[src/rtl/div_sequencer_if.sv]
// rtl/div_sequencer_if.sv - EX-stage <-> divider handshake bundle (annul_i only with DIV_ANNUL_EN)
interface div_sequencer_if #(
    parameter int WIDTH = 32
);
    logic                 start_i;
    logic                 signed_i;
    logic [WIDTH-1:0]     opdata1_i;
    logic [WIDTH-1:0]     opdata2_i;
`ifdef DIV_ANNUL_EN
    logic                 annul_i;
`endif
    logic                 stall_o;
    logic                 ready_o;
    logic                 write_hilo_o;
    logic [2*WIDTH-1:0]   result_o;
    logic                 div_by_zero_o;

    modport master (
`ifdef DIV_ANNUL_EN
        output annul_i,
`endif
        output start_i, signed_i, opdata1_i, opdata2_i,
        input  stall_o, ready_o, write_hilo_o, result_o, div_by_zero_o
    );

    modport slave (
`ifdef DIV_ANNUL_EN
        input  annul_i,
`endif
        input  start_i, signed_i, opdata1_i, opdata2_i,
        output stall_o, ready_o, write_hilo_o, result_o, div_by_zero_o
    );
endinterface

[src/rtl/div_sequencer.sv]
// rtl/div_sequencer.sv - multi-cycle DIV/DIVU sequencer with radix-2 restoring divider
// Optional flush input enabled by defining DIV_ANNUL_EN.
module div_sequencer #(
    parameter int WIDTH = 32,
    parameter int CNT_W = 6
) (
    input  logic              clk,
    input  logic              rst,
    div_sequencer_if.slave    bus
);
    typedef enum logic [1:0] {
        S_IDLE  = 2'd0,
        S_DZERO = 2'd1,
        S_ON    = 2'd2,
        S_END   = 2'd3
    } state_t;

    state_t                 state_q, state_d;
    logic [CNT_W-1:0]       cnt_q;
    logic [2*WIDTH:0]       rem_q;
    logic [2*WIDTH:0]       rem_d;
    logic [WIDTH-1:0]       divisor_q;
    logic [WIDTH-1:0]       dividend_q;
    logic                   neg_quot_q;
    logic                   neg_rem_q;
    logic                   dz_q;

    logic                   annul;
    logic                   accept;
    logic                   last_iter;
    logic [WIDTH-1:0]       mag_a;
    logic [WIDTH-1:0]       mag_b;
    logic [2*WIDTH:0]       shifted;
    logic [WIDTH:0]         upper;

`ifdef DIV_ANNUL_EN
    assign annul = bus.annul_i;
`else
    assign annul = 1'b0;
`endif

    assign accept    = (state_q == S_IDLE) && bus.start_i && !annul;
    assign last_iter = (cnt_q == CNT_W'(WIDTH - 1));

    // Magnitudes are only meaningful for DIV; DIVU passes operands through.
    assign mag_a = (bus.signed_i && bus.opdata1_i[WIDTH-1]) ? (~bus.opdata1_i + 1'b1) : bus.opdata1_i;
    assign mag_b = (bus.signed_i && bus.opdata2_i[WIDTH-1]) ? (~bus.opdata2_i + 1'b1) : bus.opdata2_i;

    // One restoring step: shift, trial-subtract on the upper WIDTH+1 bits.
    always_comb begin
        shifted = rem_q << 1;
        upper   = shifted[2*WIDTH:WIDTH];
        rem_d   = shifted;
        if (upper >= {1'b0, divisor_q}) begin
            rem_d = {upper - {1'b0, divisor_q}, shifted[WIDTH-1:1], 1'b1};
        end
    end

    always_ff @(posedge clk or posedge rst) begin
        if (rst) begin
            state_q <= S_IDLE;
        end else begin
            state_q <= state_d;
        end
    end

    always_comb begin
        state_d = state_q;
        case (state_q)
            S_IDLE: begin
                if (accept) begin
                    state_d = (bus.opdata2_i == '0) ? S_DZERO : S_ON;
                end
            end
            S_DZERO: state_d = annul ? S_IDLE : S_END;
            S_ON: begin
                if (annul) begin
                    state_d = S_IDLE;
                end else if (last_iter) begin
                    state_d = S_END;
                end
            end
            S_END:   state_d = S_IDLE;
            default: state_d = S_IDLE;
        endcase
    end

    always_ff @(posedge clk or posedge rst) begin
        if (rst) begin
            cnt_q      <= '0;
            rem_q      <= '0;
            divisor_q  <= '0;
            dividend_q <= '0;
            neg_quot_q <= 1'b0;
            neg_rem_q  <= 1'b0;
            dz_q       <= 1'b0;
        end else if (accept) begin
            cnt_q      <= '0;
            rem_q      <= {{(WIDTH+1){1'b0}}, mag_a};
            divisor_q  <= mag_b;
            dividend_q <= bus.opdata1_i;
            neg_quot_q <= bus.signed_i && (bus.opdata1_i[WIDTH-1] ^ bus.opdata2_i[WIDTH-1]);
            neg_rem_q  <= bus.signed_i && bus.opdata1_i[WIDTH-1];
            dz_q       <= (bus.opdata2_i == '0);
        end else if (state_q == S_ON) begin
            cnt_q <= cnt_q + 1'b1;
            rem_q <= rem_d;
        end
    end

    logic [WIDTH-1:0]   quot_raw, rem_raw;
    logic               stall_c, ready_c, dz_c;
    logic [2*WIDTH-1:0] result_c;

    assign quot_raw = rem_q[WIDTH-1:0];
    assign rem_raw  = rem_q[2*WIDTH-1:WIDTH];

    always_comb begin
        stall_c  = 1'b0;
        ready_c  = 1'b0;
        dz_c     = 1'b0;
        result_c = '0;
        case (state_q)
            S_IDLE:  stall_c = accept && !rst;
            S_DZERO: stall_c = !annul;
            S_ON:    stall_c = !annul;
            S_END: begin
                ready_c = 1'b1;
                dz_c    = dz_q;
                if (dz_q) begin
                    result_c = {dividend_q, {WIDTH{1'b1}}};
                end else begin
                    result_c = {neg_rem_q  ? (~rem_raw  + 1'b1) : rem_raw,
                                neg_quot_q ? (~quot_raw + 1'b1) : quot_raw};
                end
            end
            default: ;
        endcase
    end

    assign bus.stall_o       = stall_c;
    assign bus.ready_o       = ready_c;
    assign bus.write_hilo_o  = ready_c;
    assign bus.result_o      = result_c;
    assign bus.div_by_zero_o = dz_c;
endmodule

[src/flat_wrapper.sv]
// flat-port wrapper written by rule: the top's interface ports become plain ports
module div_sequencer_flat 
#(
    parameter int WIDTH = 32,
    parameter int CNT_W = 6
)
  (clk, rst, bus_start_i, bus_signed_i, bus_opdata1_i, bus_opdata2_i, bus_stall_o, bus_ready_o, bus_write_hilo_o, bus_result_o, bus_div_by_zero_o);
  div_sequencer_if #(.WIDTH(WIDTH)) bus_i ();
  input  logic clk;
  input  logic rst;
  input wire logic [$bits(bus_i.start_i)-1:0] bus_start_i;
  input wire logic [$bits(bus_i.signed_i)-1:0] bus_signed_i;
  input wire logic [$bits(bus_i.opdata1_i)-1:0] bus_opdata1_i;
  input wire logic [$bits(bus_i.opdata2_i)-1:0] bus_opdata2_i;
  output wire logic [$bits(bus_i.stall_o)-1:0] bus_stall_o;
  output wire logic [$bits(bus_i.ready_o)-1:0] bus_ready_o;
  output wire logic [$bits(bus_i.write_hilo_o)-1:0] bus_write_hilo_o;
  output wire logic [$bits(bus_i.result_o)-1:0] bus_result_o;
  output wire logic [$bits(bus_i.div_by_zero_o)-1:0] bus_div_by_zero_o;
  assign bus_i.start_i = bus_start_i;
  assign bus_i.signed_i = bus_signed_i;
  assign bus_i.opdata1_i = bus_opdata1_i;
  assign bus_i.opdata2_i = bus_opdata2_i;
  assign bus_stall_o = bus_i.stall_o;
  assign bus_ready_o = bus_i.ready_o;
  assign bus_write_hilo_o = bus_i.write_hilo_o;
  assign bus_result_o = bus_i.result_o;
  assign bus_div_by_zero_o = bus_i.div_by_zero_o;
  div_sequencer #(.WIDTH(WIDTH), .CNT_W(CNT_W)) u_core (.clk(clk), .rst(rst), .bus(bus_i));
endmodule
[config.mk]
export PLATFORM = sky130hd
export DESIGN_NAME = div_sequencer_flat
export DESIGN_NICKNAME = d
export VERILOG_FILES = /design/src/rtl/div_sequencer_if.sv /design/src/rtl/div_sequencer.sv /design/src/flat_wrapper.sv
export SDC_FILE = /design/constraint.sdc
export NUM_CORES = 1
export LEC_CHECK = 0
export BUFFER_PORTS_ARGS = -buffer_cell sky130_fd_sc_hd__buf_2
export CORE_AREA = 2 2 146 148
export DETAILED_ROUTE_END_ITERATION = 8
export DIE_AREA = 0 0 148 150
export PLACE_DENSITY = 0.76
export RECOVER_POWER = 50
export SYNTH_ARGS = -nofsm -noshare
export SYNTH_HDL_FRONTEND = slang
export SYNTH_SLANG_ARGS = --single-unit
export TNS_END_PERCENT = 20
[constraint.sdc]
create_clock -name clk -period 4.7 [get_ports clk]
set_input_delay 0.94 -clock clk [delete_from_list [all_inputs] [get_ports clk]]
set_output_delay 0.94 -clock clk [all_outputs]
set_load 0.02 [all_outputs]
==> results of run 1 <==
final cells by class:
class                      instances  area share (%)
multi-input combinational       1117            56.5
sequential                       139            28.2
timing repair buffer             142            5.94
clock buffer                      18            3.56
tap                              275            2.79
inverter                          62            1.89
clock inverter                    13            1.16
synthesized netlist by cell type, types with 2 or more instances:
cell type | n | area [sq um]
and2_1 | 36 | 225
a31o_2 | 3 | 26.3
nor2b_1 | 10 | 62.6
a211oi_1 | 18 | 135
nand4_1 | 11 | 68.8
nor4_1 | 11 | 68.8
nor2_1 | 79 | 297
nand3_1 | 17 | 85.1
nand2b_1 | 4 | 25.0
clkbuf_1 | 68 | 255
a31oi_1 | 19 | 119
a21o_1 | 7 | 52.6
ha_1 | 40 | 500
buf_1 | 7 | 26.3
o21bai_1 | 4 | 30.0
or4_4 | 2 | 22.5
or3_1 | 13 | 81.3
a311oi_1 | 2 | 17.5
o22ai_1 | 3 | 18.8
a21oi_1 | 64 | 320
and3_1 | 3 | 18.8
or4_1 | 12 | 90.1
nor3_1 | 21 | 105
buf_2 | 2 | 10.0
xor2_1 | 71 | 622
inv_1 | 61 | 229
dfrtp_1 | 139 | 3480
o31ai_1 | 32 | 240
o21a_1 | 35 | 263
or3_4 | 2 | 22.5
nand2_1 | 260 | 976
o211ai_1 | 6 | 45.0
a21boi_0 | 4 | 30.0
xnor2_1 | 76 | 666
nand2b_4 | 2 | 27.5
o41ai_1 | 12 | 105
o21ai_0 | 164 | 821
o21ai_1 | 2 | 10.0
mux2i_1 | 50 | 500
per-stage QoR:
stage	std cells	utilization, %	hold slack (ns)
floorplan	1396	-	0.446
global placement	1735	57.0	0.457
detailed placement	1735	57.0	0.462
CTS	1766	59.8	0.478
global route	1766	59.7	0.500
finish	1766	59.7	0.474
cells in the final DEF, fill, tap and decap left out, types with 12 or more instances in the layout:
cell       instances
nand2_1          260
o21ai_0          164
dfrtp_1          138
buf_2            136
nor2_1            79
xnor2_1           76
xor2_1            71
a21oi_1           64
inv_1             60
mux2i_1           50
ha_1              38
and2_1            35
o21a_1            35
o31ai_1           31
nor3_1            21
a31oi_1           19
a211oi_1          18
nand3_1           17
clkbuf_16         17
or3_1             13
or4_1             12
state kept, by name, summed over array words and instances (netlist names):
register           flops
u_core.rem_q          64
u_core.dividend_q     32
u_core.divisor_q      32
u_core.cnt_q           6
u_core.state_q         2
u_core.dz_q            1
u_core.neg_quot_q      1
u_core.neg_rem_q       1
where the power goes:
| group | total, uW | switching, uW | internal (uW) |
|---|---|---|---|
| combinational | 6330 | 3720 | 2600 |
| clock | 1350 | 553 | 797 |
| sequential | 2520 | 735 | 1780 |
worst paths after layout:
check,from,end,slack [ns]
worst min register to register,u_core.divisor_q[12],u_core.divisor_q[12],0.47
worst max-delay path,u_core.rem_q[2],bus_result_o[31],0.13
worst min-delay path,u_core.divisor_q[12],u_core.divisor_q[12],0.47
min in group asynchronous,rst,u_core.rem_q[7],1.84
worst max register to register,u_core.rem_q[40],u_core.rem_q[52],0.95
max in group asynchronous,rst,u_core.dz_q,0.82
what timing repair did:
item	in CTS	in global routing
resized for setup	0	2
setup buffers	0	0
setup endpoints to repair	0	3
cell families (layout without fill, tap and decap cells):
group,after synthesis,in the layout,share of synthesized area [%]
mux,50,50,4.57
flops,139,139,31.8
fa+ha+maj,41,41,4.75
buf+inv,140,235,4.86
compound gates,386,386,21.5
simple gates,493,493,20.8
xor+xnor,147,147,11.8
worst min-delay path, delay by kind of cell, from the launching register on:
| family | cells | cell delay, ns |
|---|---|---|
| AND/OR/NAND/NOR | 1 | 0.04 |
| AO/OA/AOI/OAI | 1 | 0.06 |
| flip-flops | 1 | 0.34 |
routing by layer:
layer  GRT usage [%]  share of wire, %
met5               0                 0
met3            2.96               5.1
met1            33.7                46
met2            42.0                46
met4            9.33               2.9
==> flow_metrics.tcl, run 1 <==
set metrics [dict create \
    leakage_uw 0.00545 \
    synth_area_per_cell_sq_um 7.84 \
    end_kind "output pin" \
    grt_max_degree 140 \
    place.gp.congestion 0.910 \
    dr.pass1.iters 5 \
    async_reset_ff_share_pct 100 \
    synth_edf_count 0 \
    grt_use_total_pct 25.2 \
    clkTransAtPathRegs_ns 0.06 \
    worstSetupStartpointType "register" \
    worstSkewPairLatency_ns 0.43 \
    path_max_fanout 7 \
    max_slew_margin_pct -105 \
    drc 0 \
    min_path_type "reg -> reg" \
    tritoncts "done" \
    antenna_left 0 \
    io_buffers 135 \
    die_h_um 150 \
    drt_iter0_drc 657 \
    violations "capacitance limit, slew limit" \
    cpPeakStageDelay_ns 0.58 \
    critPathTopFamily "simple AND/OR/NAND/NOR gates" \
    seq_area_frac_synth_pct 31.8 \
    reg2reg_depth 10 \
    drive_gt1_share_pct 13.0 \
    holdBufCountCts 0 \
    finalNetCount 1588 \
    status "finished, violations left" \
    place_area_sq_um 11800 \
    critical-path-slowest-cell "or4_4" \
    critical_path_class "reg -> out" \
    setup_viol 0 \
    grt_pass1_vias 9313 \
    fin_setup_tns_ns 0 \
    ys_warn_count 0 \
    core_sq_um 20700 \
    grt-ovfl-total 0 \
    hold_depth 2 \
    grt_pass1_wl_mm 45.4 \
    tightest_slew_ns 3.07 \
    wl_mm 27.9 \
    maxCapViolCount 3 \
    ir_worst_vdd_mv 0.364 \
    p_per_area_nw_per_um2 825 \
    hold_violations 0 \
    vias 9998 \
    crit_buf_inv 1 \
    htree_levels 4 \
    cts_root_buf "clkbuf_16" \
    place_hpwl_mm 20.3 \
    cp.arrival_ns 3.63 \
    die_area_sq_um 22200 \
    start_util_pct 52.9 \
    fin_ws_ns 0.128 \
    skew_ns 0.00670 \
    num_antenna_cells 0 \
    place_ws_ns 0.570 \
    antenna_found_initial 0 \
    fmaxAchievable_mhz 219 \
    wl_per_cell_um 15.8 \
    fillCellCount 1891 \
    cts_buffer_depth 2 \
    synth_nets 1505 \
    via_per_inst 5.66 \
    fin_crit_ns 4.57 \
    seq_area_sq_um 3480 \
    min_period_over_period_pct 97.3 \
    synth.distinct_cells 63 \
    syn2layout_area_growth_pct 12.8 \
    synthCells 1396 \
    finalPower_uw 10200 \
    netlist_area_sq_um 10900 \
    rsz0062_at_grt "yes" \
    pin_count 136 \
    synth-seq-cells 139 \
    multi_input_area_sq_um 6980 \
    synth-main-ff-cell "dfrtp_1" \
    clock_sinks 139 \
    worstPathRequired_ns 3.76 \
    path_depth 10 \
    finalMaxSlewViolations 323 \
    fin_area_sq_um 12300 \
    cts_buffers 17 \
    dieWidth_um 148 \
    path_cells "or4_4, or4_4, nand2b_4, nand2b_4, or3_4, or3_4, o31ai_4, xnor2_1, o21a_1, buf_2" \
    rows 53 \
]
(Power assumes the default switching activity.)
==> run 2, diff against run 1 <==
--- a/config.mk
+++ b/config.mk
@@ -5,12 +5,13 @@
 export SDC_FILE = /design/constraint.sdc
 export NUM_CORES = 1
 export LEC_CHECK = 0
-export BUFFER_PORTS_ARGS = -buffer_cell sky130_fd_sc_hd__buf_2
-export CORE_AREA = 2 2 146 148
+export CORE_AREA = 2 2 145 147
 export DETAILED_ROUTE_END_ITERATION = 8
-export DIE_AREA = 0 0 148 150
-export PLACE_DENSITY = 0.76
+export DIE_AREA = 0 0 147 149
+export DONT_BUFFER_PORTS = 1
+export PLACE_DENSITY = 0.71
 export RECOVER_POWER = 50
+export REMOVE_ABC_BUFFERS = 1
 export SYNTH_ARGS = -nofsm -noshare
 export SYNTH_HDL_FRONTEND = slang
 export SYNTH_SLANG_ARGS = --single-unit
==> run 2 against run 1 <==
Net effect: the flow still finishes with violations (capacitance limit, slew limit); flip-flop and latch count unchanged; sequential power about the same; global-route usage decreased by 0.83 points; fmax increased by 0.58%; core utilization decreased by 2.8 points; largest cell class unchanged.
==> flow_metrics.tcl, run 2 (synthesis gave the netlist of run 1 again) <==
set metrics [dict create \
    status "finished, violations left" \
    violations "capacitance limit, slew limit" \
    layout_common_cells "260 x nand2_1, 164 x o21ai_0, 138 x dfrtp_1, 79 x nor2_1, 76 x xnor2_1" \
    hold_violations 0 \
    fmaxAchievable_mhz 220 \
    setup_viol 0 \
    finalPower_uw 9770 \
    reg2reg_slack_ns 0.62 \
    cts_buffer_depth 2 \
    skew_ns 0.00878 \
    finalNetCount 1454 \
    clkTransAtPathRegs_ns 0.06 \
    die_h_um 149 \
    placed_cells 1601 \
    ir_worst_vdd_mv 0.292 \
    leakage_uw 0.00484 \
    largest_reg_flops 64 \
    final_util_pct 56.9 \
    layout.cells.non_filler 1632 \
    path_depth 9 \
    cpPeakStageDelay_ns 0.58 \
    grt_use_total_pct 24.3 \
    antenna_found_initial 0 \
    cp.arrival_ns 3.61 \
    grt_pass1_wl_mm 43.7 \
    rsz0062_at_grt "no" \
    worst_r2r_startpoint "u_core.state_q[0]" \
    maxCapViolCount 3 \
    start_util_pct 53.3 \
    critical-path-slowest-cell "or4_4" \
    grt_max_degree 91 \
    pin_count 136 \
    clock_sinks 139 \
    worstSetupStartpointType "register" \
    tritoncts "done" \
    path_cells "or4_4, or4_4, nand2b_4, nand2b_4, or3_4, or3_4, o31ai_4, xnor2_1, o21a_1" \
    dr.pass1.iters 6 \
    worstSkewPairLatency_ns 0.43 \
    p_per_area_nw_per_um2 836 \
    drc 0 \
    critical_path_class "reg -> out" \
    wl_per_cell_um 16.1 \
    critPathTopFamily "simple AND/OR/NAND/NOR gates" \
    rows 53 \
    min_path_type "reg -> reg" \
    crit_buf_inv 0 \
    top_register "u_core.rem_q" \
    wl_mm 26.3 \
    holdBufCountCts 0 \
    worstPathRequired_ns 3.76 \
    grt-ovfl-total 0 \
    core_sq_um 20600 \
    place_hpwl_mm 19.4 \
    tightest_slew_ns 1.95 \
    reg2reg_depth 6 \
    syn2layout_area_growth_pct 6.75 \
    htree_levels 4 \
    drive_gt1_share_pct 4.27 \
    io_buffers 0 \
    reg_top3 "u_core.rem_q (64), u_core.dividend_q (32), u_core.divisor_q (32)" \
    via_per_inst 5.71 \
    antenna_left 0 \
    place.gp.congestion 0.873 \
    cts_root_buf "clkbuf_16" \
    vias 9314 \
    cp-endpoint "bus_result_o[31]" \
    cp-startpoint "u_core.rem_q[2]" \
    layout_commonest_cell "nand2_1" \
    finalMaxSlewViolations 155 \
    cts_buffers 17 \
    grt_pass1_vias 8755 \
    dieWidth_um 147 \
    num_antenna_cells 0 \
    r2r-end "u_core.rem_q[31]" \
    die_area_sq_um 21900 \
    fin_crit_ns 4.55 \
    min_period_over_period_pct 96.7 \
    max_slew_margin_pct -30.4 \
    cts_resized 0 \
    holdWs_ns 0.476 \
    drt_iter0_drc 657 \
    path_max_fanout 7 \
    postCtsSetupBuffers 0 \
    end_kind "output pin" \
]
run 2: worst reg2reg max path, cell delays in order (launching register included):
cell and delay (ns):
dfrtp_1 0.41, inv_1 0.13, ha_1 0.24, and2_0 1.44, clkbuf_2 1.29, nand2_1 0.22
o22ai_1 0.24
run 2: per-layer routing:
metal  global-route usage (%)  share of wire, %
met1                     32.4                45
met2                     39.7                46
met3                     4.68               6.3
met4                     8.99               2.7
met5                        0                 0
run 2: worst min-delay path by stage:
| stage | end | slack (ns) | cells after the start | startpoint |
|---|---|---|---|---|
| global placement | u_core.dividend_q[16] | 0.46 | 2 | u_core.dividend_q[16] |
| floorplan | u_core.dividend_q[10] | 0.45 | 2 | u_core.dividend_q[10] |
| finish | u_core.divisor_q[16] | 0.48 | 2 | u_core.divisor_q[16] |
| CTS | u_core.dividend_q[19] | 0.48 | 2 | u_core.dividend_q[19] |
| detailed placement | u_core.dividend_q[6] | 0.46 | 2 | u_core.dividend_q[6] |
| global route | u_core.divisor_q[16] | 0.49 | 2 | u_core.divisor_q[16] |
run 2: where the power goes:
part	internal (uW)	total, uW	switching (uW)
Sequential	1780	2500	716
Combinational	2370	5910	3550
Clock	840	1360	519
run 2: stage by stage:
step,worst slack [ns],cell area (sq um),setup TNS (ns)
floorplan,-0.637,10700,-0.637
global placement,0.652,11100,0
detailed placement,0.589,11100,0
CTS,0.128,11700,0
global route,0.0142,11700,0
finish,0.154,11700,0
run 2: layout make-up:
cell class | instances | area [sq um]
clock buffer | 19 | 443
clock inverter | 12 | 149
fill | 1944 | 8870
inverter | 62 | 238
multi-input combinational | 1117 | 6970
sequential | 139 | 3480
tap | 275 | 344
timing repair buffer | 8 | 65.1
